**config.mk**
```make
export PLATFORM = sky130hd
export DESIGN_NAME = sin_wave_gen_flat
export DESIGN_NICKNAME = d
export VERILOG_FILES = /design/src/rtl/sin_wave_gen_if.sv /design/src/rtl/sin_wave_gen.sv /design/src/flat_wrapper.sv
export SDC_FILE = /design/constraint.sdc
export NUM_CORES = 1
export LEC_CHECK = 0
export CORE_ASPECT_RATIO = 0.5
export CORE_UTILIZATION = 45
export DETAILED_ROUTE_END_ITERATION = 12
export DONT_BUFFER_PORTS = 1
export MAX_ROUTING_LAYER = met4
export SLEW_MARGIN = 20
export SYNTH_ARGS = -nofsm -noshare
export SYNTH_HDL_FRONTEND = slang
export SYNTH_SLANG_ARGS = --single-unit
export TNS_END_PERCENT = 20
```
**constraint.sdc**
```tcl
create_clock -name clk -period 2.4 [get_ports clk]
set_input_delay 0.12 -clock clk [delete_from_list [all_inputs] [get_ports clk]]
set_output_delay 0.12 -clock clk [all_outputs]
set_load 0.05 [all_outputs]
```
**src/rtl/sin_wave_gen_if.sv**
```systemverilog
// Handshake/bus bundle between the sine generator and its surroundings.
// Includes the combinational quarter-wave ROM lookup pair (rom_addr out, rom_data back).
interface sin_wave_gen_if #(
  parameter int PHASE_W = 16
);
  logic               load;
  logic [PHASE_W-1:0] freq_word;
  logic               en;
  logic               clear;
  logic [7:0]         rom_addr;
  logic [6:0]         rom_data;
  logic [7:0]         sample;
  logic               sample_valid;
  logic               wrap;

  modport master (
    output load, freq_word, en, clear, rom_data,
    input  rom_addr, sample, sample_valid, wrap
  );

  modport slave (
    input  load, freq_word, en, clear, rom_data,
    output rom_addr, sample, sample_valid, wrap
  );
endinterface

```
**src/rtl/sin_wave_gen.sv**
```systemverilog
// Quarter-wave sine DDS: phase accumulator, mirrored ROM lookup, sign from quadrant.
// Sample appears one cycle after an enabled edge; no backpressure, en alone paces output.
module sin_wave_gen #(
  parameter int PHASE_W = 16
) (
  input  logic           clk,
  input  logic           reset,
  sin_wave_gen_if.slave  bus
);

  logic [PHASE_W-1:0] phase;
  logic [PHASE_W-1:0] freq_reg;
  logic [PHASE_W:0]   phase_sum;
  logic [1:0]         quad;
  logic [7:0]         idx;
  logic [7:0]         ext;
  logic [7:0]         sample_next;
  logic [7:0]         sample_reg;
  logic               valid_reg;
  logic               wrap_reg;

  assign quad = phase[PHASE_W-1 -: 2];
  assign idx  = phase[PHASE_W-3 -: 8];

  // Quadrants 1 and 3 walk the quarter table backwards.
  assign bus.rom_addr = quad[0] ? ~idx : idx;

  // 7-bit magnitude keeps the negated result inside -127..+127.
  assign ext         = {1'b0, bus.rom_data};
  assign sample_next = quad[1] ? (~ext + 8'd1) : ext;

  assign phase_sum = {1'b0, phase} + {1'b0, freq_reg};

  always_ff @(posedge clk) begin
    if (reset) begin
      phase      <= '0;
      freq_reg   <= '0;
      sample_reg <= 8'h00;
      valid_reg  <= 1'b0;
      wrap_reg   <= 1'b0;
    end else begin
      if (bus.load)
        freq_reg <= bus.freq_word;

      if (bus.clear) begin
        phase     <= '0;
        valid_reg <= 1'b0;
        wrap_reg  <= 1'b0;
      end else if (bus.en) begin
        // Increment uses freq_reg as it stood before any same-edge load.
        phase      <= phase_sum[PHASE_W-1:0];
        sample_reg <= sample_next;
        valid_reg  <= 1'b1;
        wrap_reg   <= phase_sum[PHASE_W];
      end else begin
        valid_reg <= 1'b0;
        wrap_reg  <= 1'b0;
      end
    end
  end

  assign bus.sample       = sample_reg;
  assign bus.sample_valid = valid_reg;
  assign bus.wrap         = wrap_reg;

endmodule
```
**src/flat_wrapper.sv**
```systemverilog
// flat-port wrapper written by rule: the top's interface ports become plain ports
module sin_wave_gen_flat 
#(
  parameter int PHASE_W = 16
)
  (clk, reset, bus_load, bus_freq_word, bus_en, bus_clear, bus_rom_data, bus_rom_addr, bus_sample, bus_sample_valid, bus_wrap);
  sin_wave_gen_if #(.PHASE_W(PHASE_W)) bus_i ();
  input  logic clk;
  input  logic reset;
  input wire logic [$bits(bus_i.load)-1:0] bus_load;
  input wire logic [$bits(bus_i.freq_word)-1:0] bus_freq_word;
  input wire logic [$bits(bus_i.en)-1:0] bus_en;
  input wire logic [$bits(bus_i.clear)-1:0] bus_clear;
  input wire logic [$bits(bus_i.rom_data)-1:0] bus_rom_data;
  output wire logic [$bits(bus_i.rom_addr)-1:0] bus_rom_addr;
  output wire logic [$bits(bus_i.sample)-1:0] bus_sample;
  output wire logic [$bits(bus_i.sample_valid)-1:0] bus_sample_valid;
  output wire logic [$bits(bus_i.wrap)-1:0] bus_wrap;
  assign bus_i.load = bus_load;
  assign bus_i.freq_word = bus_freq_word;
  assign bus_i.en = bus_en;
  assign bus_i.clear = bus_clear;
  assign bus_i.rom_data = bus_rom_data;
  assign bus_rom_addr = bus_i.rom_addr;
  assign bus_sample = bus_i.sample;
  assign bus_sample_valid = bus_i.sample_valid;
  assign bus_wrap = bus_i.wrap;
  sin_wave_gen #(.PHASE_W(PHASE_W)) u_core (.clk(clk), .reset(reset), .bus(bus_i));
endmodule
```
# Word-level counts from Yosys, hierarchy flattened
# Cells that the tools add are included.
[totals] register_bits=42 input_bits=28
[classes] n_addsub=2 muxes=3 n_bitwise=4 reduce_logical=3
[ops] operator="adder 16 x 16 -> 17 bit" count=1
[ops] operator="2-to-1 mux 8 bit" count=2
[ops] operator="adder 8 x 1 -> 8 bit, second input constant" count=1
[ops] operator="inverter 7 -> 8 bit" count=1
[ops] operator="inverter 8 bit" count=1
[ops] operator="OR reduction 3 bit" count=1
[ops] operator="inverter 1 bit" count=2
[ops] operator="AND reduction 2 bit" count=1
[ops] operator="OR reduction 2 bit" count=1
[ops] operator="2-to-1 mux 1 bit" count=1

# Longest topological paths before layout
# Gate-level depths: netlist (run 1).
[logic_depth] ltp_word=3 ltp_mapped=8 mapped_depth_nobuf=8

# Worst setup path before layout (run 1)
# OpenSTA, ideal clock, no wires.
[synth_path] kind="flip-flop to flip-flop" from="register u_core.freq_reg[0]" to="register u_core.wrap_reg, in the netlist u_core.bus.wrap" stages_incl_launch_ff=9 n_path_buf=0 t_arrival_ns=1.892 setup_slack_ns=0.383 path_cell_list="dfxtp_1 -> ha_1 -> fa_1 -> a21oi_1 -> o211ai_1 -> nand3_1 -> o211ai_2 -> a2111oi_2 -> nor2_1"
[synth_via] elab_chain_cells=1
[synth_lines] element="start: declaration" line="sin_wave_gen.sv:12" rtl="logic [PHASE_W-1:0] freq_reg;"
[synth_lines] element="start signal: assignment" line="sin_wave_gen.sv:43" rtl="freq_reg <= bus.freq_word;"
[synth_lines] element="adder 16 x 16 -> 17 bit" line="sin_wave_gen.sv:32" rtl="assign phase_sum = {1'b0, phase} + {1'b0, freq_reg};"
[synth_lines] element="end signal: assignment" line="sin_wave_gen.sv:54" rtl="wrap_reg <= phase_sum[PHASE_W];"
[synth_lines] element="end: declaration" line="sin_wave_gen.sv:20" rtl="logic wrap_reg;"
# No other way between the ends.
# A chain may end at the register's enable or synchronous reset.

# Worst setup path after layout (run 1)
# Ends and elaborated chain as after synthesis.

==> flow_metrics.py, run 1 <==
metrics = {
    "placement": {
        "placedCellCount": 335,
        "gp_congestion": 0.935,
        "dp_hpwl_microns": 3670,
        "port_buffers": 0,
    },
    "worst_setup_path": {
        "r2r_start": "u_core.freq_reg[0]$_SDFFE_PP0P_",
        "critPathKind": "register to register",
        "arrival_ps": 2380,
        "reg2reg_to": "u_core.bus.wrap$_SDFF_PP0_",
        "crit_path_max_incr_delay_ps": 430,
        "required_ps": 2590,
        "crit_end": "u_core.bus.wrap$_SDFF_PP0_",
        "crit_fanout": 3,
        "cp_top_family": "compound AO/OA/AOI/OAI gates",
        "start_kind": "register",
        "startpoint": "u_core.freq_reg[0]$_SDFFE_PP0P_",
        "critPathSlowestCell": "fa_1",
        "cp_cell_sequence": "ha_1 > fa_1 > a21oi_2 > o211ai_1 > nand3_2 > o211ai_2 > a2111oi_2 > nor2_1",
        "cp-end-kind": "register",
        "reg2reg_depth": 8,
        "critPathBufInv": 0,
        "crit_cells": 8,
        "r2r_setup_slack_ps": 210,
    },
    "layout": {
        "fillers": 466,
        "multi_input_area_sq_um": 1470,
        "syn_to_final_growth_pct": 24.4,
        "drive_gt1_frac": 0.0906,
        "regArea_sq_um": 841,
        "diodes": 0,
        "fin_cells": 379,
        "nets": 354,
    },
    "run": {
        "cap_violations": 0,
    },
    "cts": {
        "cts_made_buffers": 5,
        "clk_latency_ps": 300,
        "cts-root-buf": "clkbuf_8",
        "cts-htree-levels": 2,
        "cts.sinks": 42,
        "clk_pin_slew_ps": 90,
        "cts_tree": "yes",
        "postCtsSetupBuffers": 0,
        "clockBufferDepth": 2,
    },
    "pwr": {
        "p_total_mw": 1.60,
        "peakVddDrop_v": 0.000323,
        "p_per_area_nw_per_um2": 539,
        "leakage_nw": 1.31,
    },
    "sta": {
        "min_period_ps": 2190,
        "final_max_slew_viol_count": 0,
        "fin_tns_setup_ps": 0,
        "hold_viol": 0,
        "whs_ps": 8.61,
        "grt_setup_unrepaired": "false",
        "slew-limit-headroom": 0.372,
        "clock_skew_ps": 4.84,
        "maxClockFrequency_mhz": 457,
        "setup_viol": 0,
        "fin_crit_sh": 0.911,
        "worst_slew_pin_slew_ps": 938,
    },
    "logic_synthesis": {
        "synth_flop_cell": "dfxtp_1",
        "synth_common_cells": "dfxtp_1, nor2_1, mux2i_1, nand2_1, ha_1",
        "synth-seq-cells": 42,
        "yosysWarningCount": 0,
        "syn_area_sq_um": 2390,
        "synth_top_area_share": 0.352,
        "synth-edff-count": 0,
        "synth_fp_nets": 314,
        "ys_seq_area_frac": 0.352,
        "synth_async_sr_flop_share": 0,
        "yosysUniqueCellTypes": 42,
        "synth.avg_cell_area_sq_um": 8.90,
        "yosys-top-cells-area": "dfxtp_1, mux2i_1, ha_1",
        "synthCells": 268,
        "synth_largest_area_cell": "dfxtp_1",
        "yosys.cell_count.top_type": "dfxtp_1",
    },
    "routing": {
        "viasPerCell": 5.34,
        "vias": 2024,
        "drtIter0Drc": 45,
        "antenna_left": 0,
        "drt-total-wl_microns": 5380,
        "wl_per_cell_microns": 14.2,
        "dr.pass1.iters": 4,
        "route.detailed.drc": 0,
    },
    "run_status": {
        "outcome": "completed",
    },
    "grt": {
        "overflow": 0,
        "grt_pass1_vias": 1832,
        "antenna_found_initial": 0,
        "grt_max_degree": 25,
        "grtUsageTotal": 0.207,
        "grt_first_pass_wirelength_microns": 8630,
    },
    "die": {
        "die_y_microns": 53.5,
        "rows": 18,
        "core_sq_um": 5020,
        "io_pins": 46,
        "fp.dieArea_sq_um": 5620,
        "die_w_microns": 105,
        "initial_core_util": 0.475,
    },
    "hold_path": {
        "hold_start": "bus_en",
        "holdPathStages": 2,
        "hp-class": "primary input to register",
    },
}
==> cell families after synthesis <==
group | Yosys count | synth area share
AOI/OAI and AO/OA | 55 | 0.158
xor gates and xnor gates | 24 | 0.0881
adders and majority gates | 18 | 0.0975
buffers and inverters | 19 | 0.0336
DFF | 42 | 0.352
muxes | 25 | 0.105
and+or+nand+nor | 85 | 0.165
==> cells in the final DEF, fill, tap and decap left out, types with 2 or more instances in the layout <==
cell / instances
nand3_1: 6
mux2i_1: 25
xnor2_1: 8
o21bai_1: 2
a21oi_1: 12
nand3b_1: 4
o21ai_0: 7
clkbuf_8: 5
dfxtp_1: 42
a21oi_2: 2
a21o_1: 2
dlygate4sd3_1: 36
inv_1: 7
a31oi_1: 4
a22o_1: 5
xor2_1: 16
buf_4: 9
nor2_1: 40
nand4_1: 2
o211ai_1: 4
a211oi_1: 9
ha_1: 17
nand2_1: 20
nor2b_1: 4
==> through the flow <==
stage          instance area [sq um]   util  setup slack, ps
6_report                        2970  0.591              214
5_1_grt                         2970  0.591             52.3
4_1_cts                         2960  0.589              115
3_5_place_dp                    2490  0.495              128
3_3_place_gp                    2490  0.495              220
2_1_floorplan                   2390      -              383
==> layer usage <==
layer  global-route usage  vias to the layer above  share of wire  routed length [microns]
met5                    -                        -              0                        0
met2                0.315                       65           0.41                     2200
met4               0.0587                        0          0.010                       55
met3               0.0530                        7          0.063                      337
li1                     -                     1027              -                        -
met1                0.274                      925           0.52                     2790
==> layout make-up <==
| type | count | share of cell area |
|---|---|---|
| Sequential cell | 42 | 0.283 |
| Inverter | 7 | 0.00885 |
| Clock inverter | 3 | 0.0147 |
| Multi-Input combinational cell | 207 | 0.496 |
| Timing Repair Buffer | 45 | 0.144 |
| Tap cell | 70 | 0.0295 |
| Clock buffer | 5 | 0.0232 |
==> worst min path at each step <==
stage                     slack [ps]                                 to
after floorplan                  260  u_core.bus.sample[0]$_SDFFE_PP0P_
final                              9      u_core.phase[10]$_SDFFE_PP0P_
after detailed placement         200  u_core.bus.sample[0]$_SDFFE_PP0P_
after global routing              30      u_core.phase[13]$_SDFFE_PP0P_
after global placement           190  u_core.bus.sample[0]$_SDFFE_PP0P_
after CTS                          1      u_core.phase[10]$_SDFFE_PP0P_
==> timing repair <==
action | 4_1_cts | 5_1_grt
resized for setup | 0 | 2
hold buffers | 36 | 0
endpoints found under the setup margin | 0 | 1
endpoints found under the hold margin | 34 | 0
==> report_power, final <==
part	leakage [nW]	switching [mW]	internal, mW	total, mW
Clock	0.0585	0.262	0.312	0.574
Combinational	0.904	0.123	0.126	0.249
Sequential	0.344	0.0504	0.727	0.777
(Power assumes the default switching activity.)
==> run 2, diff against run 1 <==
--- a/config.mk
+++ b/config.mk
@@ -9,7 +9,9 @@
 export CORE_UTILIZATION = 45
 export DETAILED_ROUTE_END_ITERATION = 12
 export DONT_BUFFER_PORTS = 1
+export HOLD_SLACK_MARGIN = 0.06
 export MAX_ROUTING_LAYER = met4
+export PLACE_DENSITY = 0.59
 export SLEW_MARGIN = 20
 export SYNTH_ARGS = -nofsm -noshare
 export SYNTH_HDL_FRONTEND = slang
==> run 2 against run 1 <==
Register-to-register slack hardly changed; sequential power hardly changed; final cell count is 0.26% higher; hold slack better by 58 ps; setup slack better by 5.7 ps.
==> flow_metrics.py, run 2 (same netlist as run 1, synthesis figures left out) <==
metrics = {
    "cts": {
        "cts_tree": "yes",
        "postCtsSetupBuffers": 0,
        "cts_made_buffers": 5,
        "cts.sinks": 42,
        "clk_latency_ps": 300,
        "cts-htree-levels": 2,
        "cts-root-buf": "clkbuf_8",
        "clk_pin_slew_ps": 90,
        "clockBufferDepth": 2,
    },
    "placement": {
        "placedCellCount": 335,
        "dp_hpwl_microns": 3850,
        "placed_area_sq_um": 2490,
        "port_buffers": 0,
        "gp_congestion": 0.911,
    },
    "layout": {
        "final_common_cell": "dfxtp_1",
        "final_cell_mix": "dfxtp_1, nor2_1, dlygate4sd3_1",
        "drive_gt1_frac": 0.0871,
        "fin_cells": 380,
        "nets": 355,
        "diodes": 0,
        "syn_to_final_growth_pct": 24.5,
        "fin_area_sq_um": 2970,
    },
    "worst_setup_path": {
        "critPathSlowestCell": "fa_1",
        "required_ps": 2600,
        "arrival_ps": 2380,
        "crit_fanout": 3,
        "cp_cell_sequence": "ha_1 > fa_1 > a21oi_2 > o211ai_1 > nand3_1 > o211ai_2 > a2111oi_2 > nor2_1",
        "critPathKind": "register to register",
        "cp-end-kind": "register",
        "cp_top_family": "compound AO/OA/AOI/OAI gates",
        "crit_path_max_incr_delay_ps": 440,
        "start_kind": "register",
        "critPathBufInv": 0,
    },
    "die": {
        "io_pins": 46,
        "fp.dieArea_sq_um": 5620,
        "die_w_microns": 105,
        "initial_core_util": 0.475,
        "rows": 18,
        "core_sq_um": 5020,
        "die_y_microns": 53.5,
    },
    "grt": {
        "antenna_found_initial": 0,
        "overflow": 0,
        "grtUsageTotal": 0.219,
        "grt_first_pass_wirelength_microns": 9060,
        "grt_pass1_vias": 1909,
        "grt_max_degree": 26,
    },
    "pwr": {
        "p_total_mw": 1.60,
        "leakage_nw": 1.31,
        "peakVddDrop_v": 0.000265,
        "p_per_area_nw_per_um2": 538,
    },
    "sta": {
        "slew-limit-headroom": 0.316,
        "grt_setup_unrepaired": "false",
        "final_max_slew_viol_count": 0,
        "setup_viol": 0,
        "fin_crit_sh": 0.909,
        "clock_skew_ps": 6.77,
        "hold_viol": 0,
        "worst_slew_pin_slew_ps": 1020,
        "min_period_ps": 2180,
        "fin_tns_setup_ps": 0,
        "maxClockFrequency_mhz": 459,
        "whs_ps": 67.1,
    },
    "routing": {
        "antenna_left": 0,
        "viasPerCell": 5.39,
        "drtIter0Drc": 66,
        "dr.pass1.iters": 4,
        "route.detailed.drc": 0,
        "wl_per_cell_microns": 14.7,
        "vias": 2050,
        "drt-total-wl_microns": 5590,
    },
    "run_status": {
        "outcome": "completed",
    },
    "hold_path": {
        "hp-class": "primary input to register",
    },
    "run": {
        "cap_violations": 0,
    },
}
-- run 2: path summary, 6_finish.rpt --
kind	depth (start not counted)	endpoint	startpoint	slack [ps]
worst max-delay path	8	u_core.bus.wrap$_SDFF_PP0_	u_core.freq_reg[0]$_SDFFE_PP0P_	220
worst min-delay path	3	u_core.bus.sample[7]$_SDFFE_PP0P_	bus_en	70
worst max register to register	8	u_core.bus.wrap$_SDFF_PP0_	u_core.freq_reg[0]$_SDFFE_PP0P_	220
worst min register to register	2	u_core.phase[2]$_SDFFE_PP0P_	u_core.phase[2]$_SDFFE_PP0P_	500
-- run 2: per-layer routing --
metal | global-route usage | vias to the layer above | routed length (microns)
met4 | 0.0634 | 0 | 65
met5 | - | - | 0
met3 | 0.0517 | 9 | 292
li1 | - | 1027 | -
met1 | 0.270 | 962 | 2810
met2 | 0.365 | 52 | 2420
-- run 2: worst min-delay path, cell delays in order --
cell and delay, ps:
nand2b_1 80, nand2_1 80, a21oi_1 50
-- run 2: through the flow --
stage                     worst slack [ps]   util
final                                  220  0.591
after global routing                  66.6  0.591
after CTS                              149  0.591
after detailed placement               159  0.495
after global placement                 215  0.495
after floorplan                        383      -
-- run 2: layout make-up --
class | count | area [sq um]
inverter | 7 | 26.3
multi-input combinational | 207 | 1470
fill | 475 | 2050
clock buffer | 5 | 68.8
sequential | 42 | 841
timing repair buffer | 46 | 438
tap | 70 | 87.6
clock inverter | 3 | 40.0
-- run 2: repair_timing --
action,4_1_cts,5_1_grt
hold endpoints to repair,36,0
hold buffers,37,0
endpoints found under the setup margin,0,1
resized for setup,0,1
-- run 2: power by group --
part           internal [mW]  total [mW]  switching, mW
combinational          0.127       0.251          0.125
sequential             0.727       0.778         0.0508
clock                  0.307       0.569          0.262
==> run 3, diff against run 2 <==
--- a/config.mk
+++ b/config.mk
@@ -9,6 +9,7 @@
 export CORE_UTILIZATION = 45
 export DETAILED_ROUTE_END_ITERATION = 12
 export DONT_BUFFER_PORTS = 1
+export GPL_TIMING_DRIVEN = 0
 export HOLD_SLACK_MARGIN = 0.06
 export MAX_ROUTING_LAYER = met4
 export PLACE_DENSITY = 0.59
==> run 3 against run 2 <==
Cell area shrank 5.9%; global-route usage shrank 0.60 points; clock skew is essentially flat.
==> flow_metrics.py, run 3 (same netlist as run 1, synthesis figures left out) <==
metrics = {
    "run": {
        "cap_violations": 0,
    },
    "sta": {
        "min_period_ps": 2240,
        "fin_crit_sh": 0.932,
        "slew-limit-headroom": 0.324,
        "setup_viol": 0,
        "grt_setup_unrepaired": "false",
        "final_max_slew_viol_count": 0,
        "clock_skew_ps": 7.26,
        "whs_ps": 69.7,
        "hold_viol": 0,
        "fin_tns_setup_ps": 0,
        "maxClockFrequency_mhz": 447,
        "worst_slew_pin_slew_ps": 1010,
    },
    "routing": {
        "viasPerCell": 5.42,
        "wl_met3_microns": 251,
        "dr.pass1.iters": 4,
        "route.detailed.drc": 0,
        "antenna_left": 0,
        "met1_length_microns": 2780,
        "drtIter0Drc": 52,
        "wl_per_cell_microns": 14.7,
        "vias": 1996,
        "wl_met2_microns": 2310,
        "top_layer_used": "met4",
        "drt-total-wl_microns": 5400,
    },
    "layout": {
        "final_cell_mix": "dfxtp_1, nor2_1, mux2i_1",
        "nets": 343,
        "fillers": 486,
        "final_common_cell": "dfxtp_1",
        "syn_to_final_growth_pct": 17.2,
        "diodes": 0,
        "drive_gt1_frac": 0.0805,
    },
    "cts": {
        "cts-htree-levels": 2,
        "cts_tree": "yes",
        "postCtsSetupBuffers": 0,
        "cts_made_buffers": 5,
        "cts.sinks": 42,
        "clk_latency_ps": 310,
        "clk_pin_slew_ps": 90,
        "clockBufferDepth": 2,
        "cts-root-buf": "clkbuf_8",
    },
    "worst_setup_path": {
        "arrival_ps": 2430,
        "cp-end-kind": "register",
        "critPathKind": "register to register",
        "crit_fanout": 3,
        "required_ps": 2590,
        "start_kind": "register",
    },
    "pwr": {
        "peakVddDrop_v": 0.000248,
        "leakage_nw": 1.23,
        "p_per_area_nw_per_um2": 536,
    },
    "die": {
        "initial_core_util": 0.475,
        "rows": 18,
        "die_w_microns": 105,
        "core_sq_um": 5020,
        "fp.dieArea_sq_um": 5620,
        "die_y_microns": 53.5,
        "io_pins": 46,
    },
    "hold_path": {
        "hp-class": "primary input to register",
    },
    "placement": {
        "dp_hpwl_microns": 3970,
        "gp_congestion": 0.868,
        "port_buffers": 0,
    },
    "grt": {
        "grtUsageTotal": 0.213,
        "overflow": 0,
        "grt_first_pass_wirelength_microns": 8850,
        "grt_pass1_vias": 1876,
        "antenna_found_initial": 0,
        "grt_max_degree": 16,
    },
    "run_status": {
        "outcome": "completed",
    },
}
-- run 3: layout make-up --
type                       count  area (sq um)  share of cell area
multi-input combinational    207          1470               0.527
tap                           70          87.6              0.0313
clock inverter                 3          25.0             0.00895
buffer                        12          53.8              0.0192
clock buffer                   5          68.8              0.0246
sequential                    42           841               0.301
inverter                       7          26.3             0.00940
timing repair buffer          22           220              0.0787
-- run 3: through the flow --
stage / power (mW) / std cells / setup slack, ps / util / instance area [sq um]
floorplan: 0.953 / 268 / 383 / - / 2390
CTS: 1.50 / 368 / 45.6 / 0.555 / 2790
detailed placement: 0.992 / 338 / 70.7 / 0.493 / 2470
finish: 1.50 / 368 / 164 / 0.557 / 2800
global placement: 0.986 / 338 / 99.9 / 0.493 / 2470
global route: 1.56 / 368 / 23.7 / 0.557 / 2800
-- run 3: final timing paths --
| check | end | slack, ps | from | depth (start not counted) |
|---|---|---|---|---|
| min | u_core.bus.sample[1]$_SDFFE_PP0P_ | 70 | bus_rom_data[1] | 2 |
| max | u_core.bus.wrap$_SDFF_PP0_ | 160 | u_core.freq_reg[0]$_SDFFE_PP0P_ | 8 |
| min reg2reg | u_core.freq_reg[10]$_SDFFE_PP0P_ | 510 | u_core.freq_reg[10]$_SDFFE_PP0P_ | 2 |
| max reg2reg | u_core.bus.wrap$_SDFF_PP0_ | 160 | u_core.freq_reg[0]$_SDFFE_PP0P_ | 8 |
-- run 3: worst max-delay path, cell delays in order, from the launching register on --
cell and delay, ps:
dfxtp_1 330, ha_1 220, fa_1 420, a21oi_2 210, o211ai_1 170, nand3_2 150, o211ai_2 110, a2111oi_2 430
nor2_1 80
-- run 3: where the power goes --
part / leakage, nW / switching (mW) / internal, mW / total (mW)
combinational: 0.844 / 0.132 / 0.0986 / 0.231
clock: 0.0447 / 0.282 / 0.210 / 0.492
sequential: 0.344 / 0.0492 / 0.727 / 0.776
total: 1.23 / 0.463 / 1.04 / 1.50
-- run 3: routing by layer --
metal | vias up | global-route usage
met5 | - | -
met4 | 0 | 0.0493
met3 | 7 | 0.0505
met2 | 48 | 0.354
met1 | 933 | 0.267
li1 | 1008 | -
-- run 3: what timing repair did --
| item | CTS | global route |
|---|---|---|
| hold buffers | 22 | 0 |
| hold endpoints to repair | 21 | 0 |
| endpoints found under the setup margin | 0 | 1 |
| gates resized for setup | 0 | 2 |
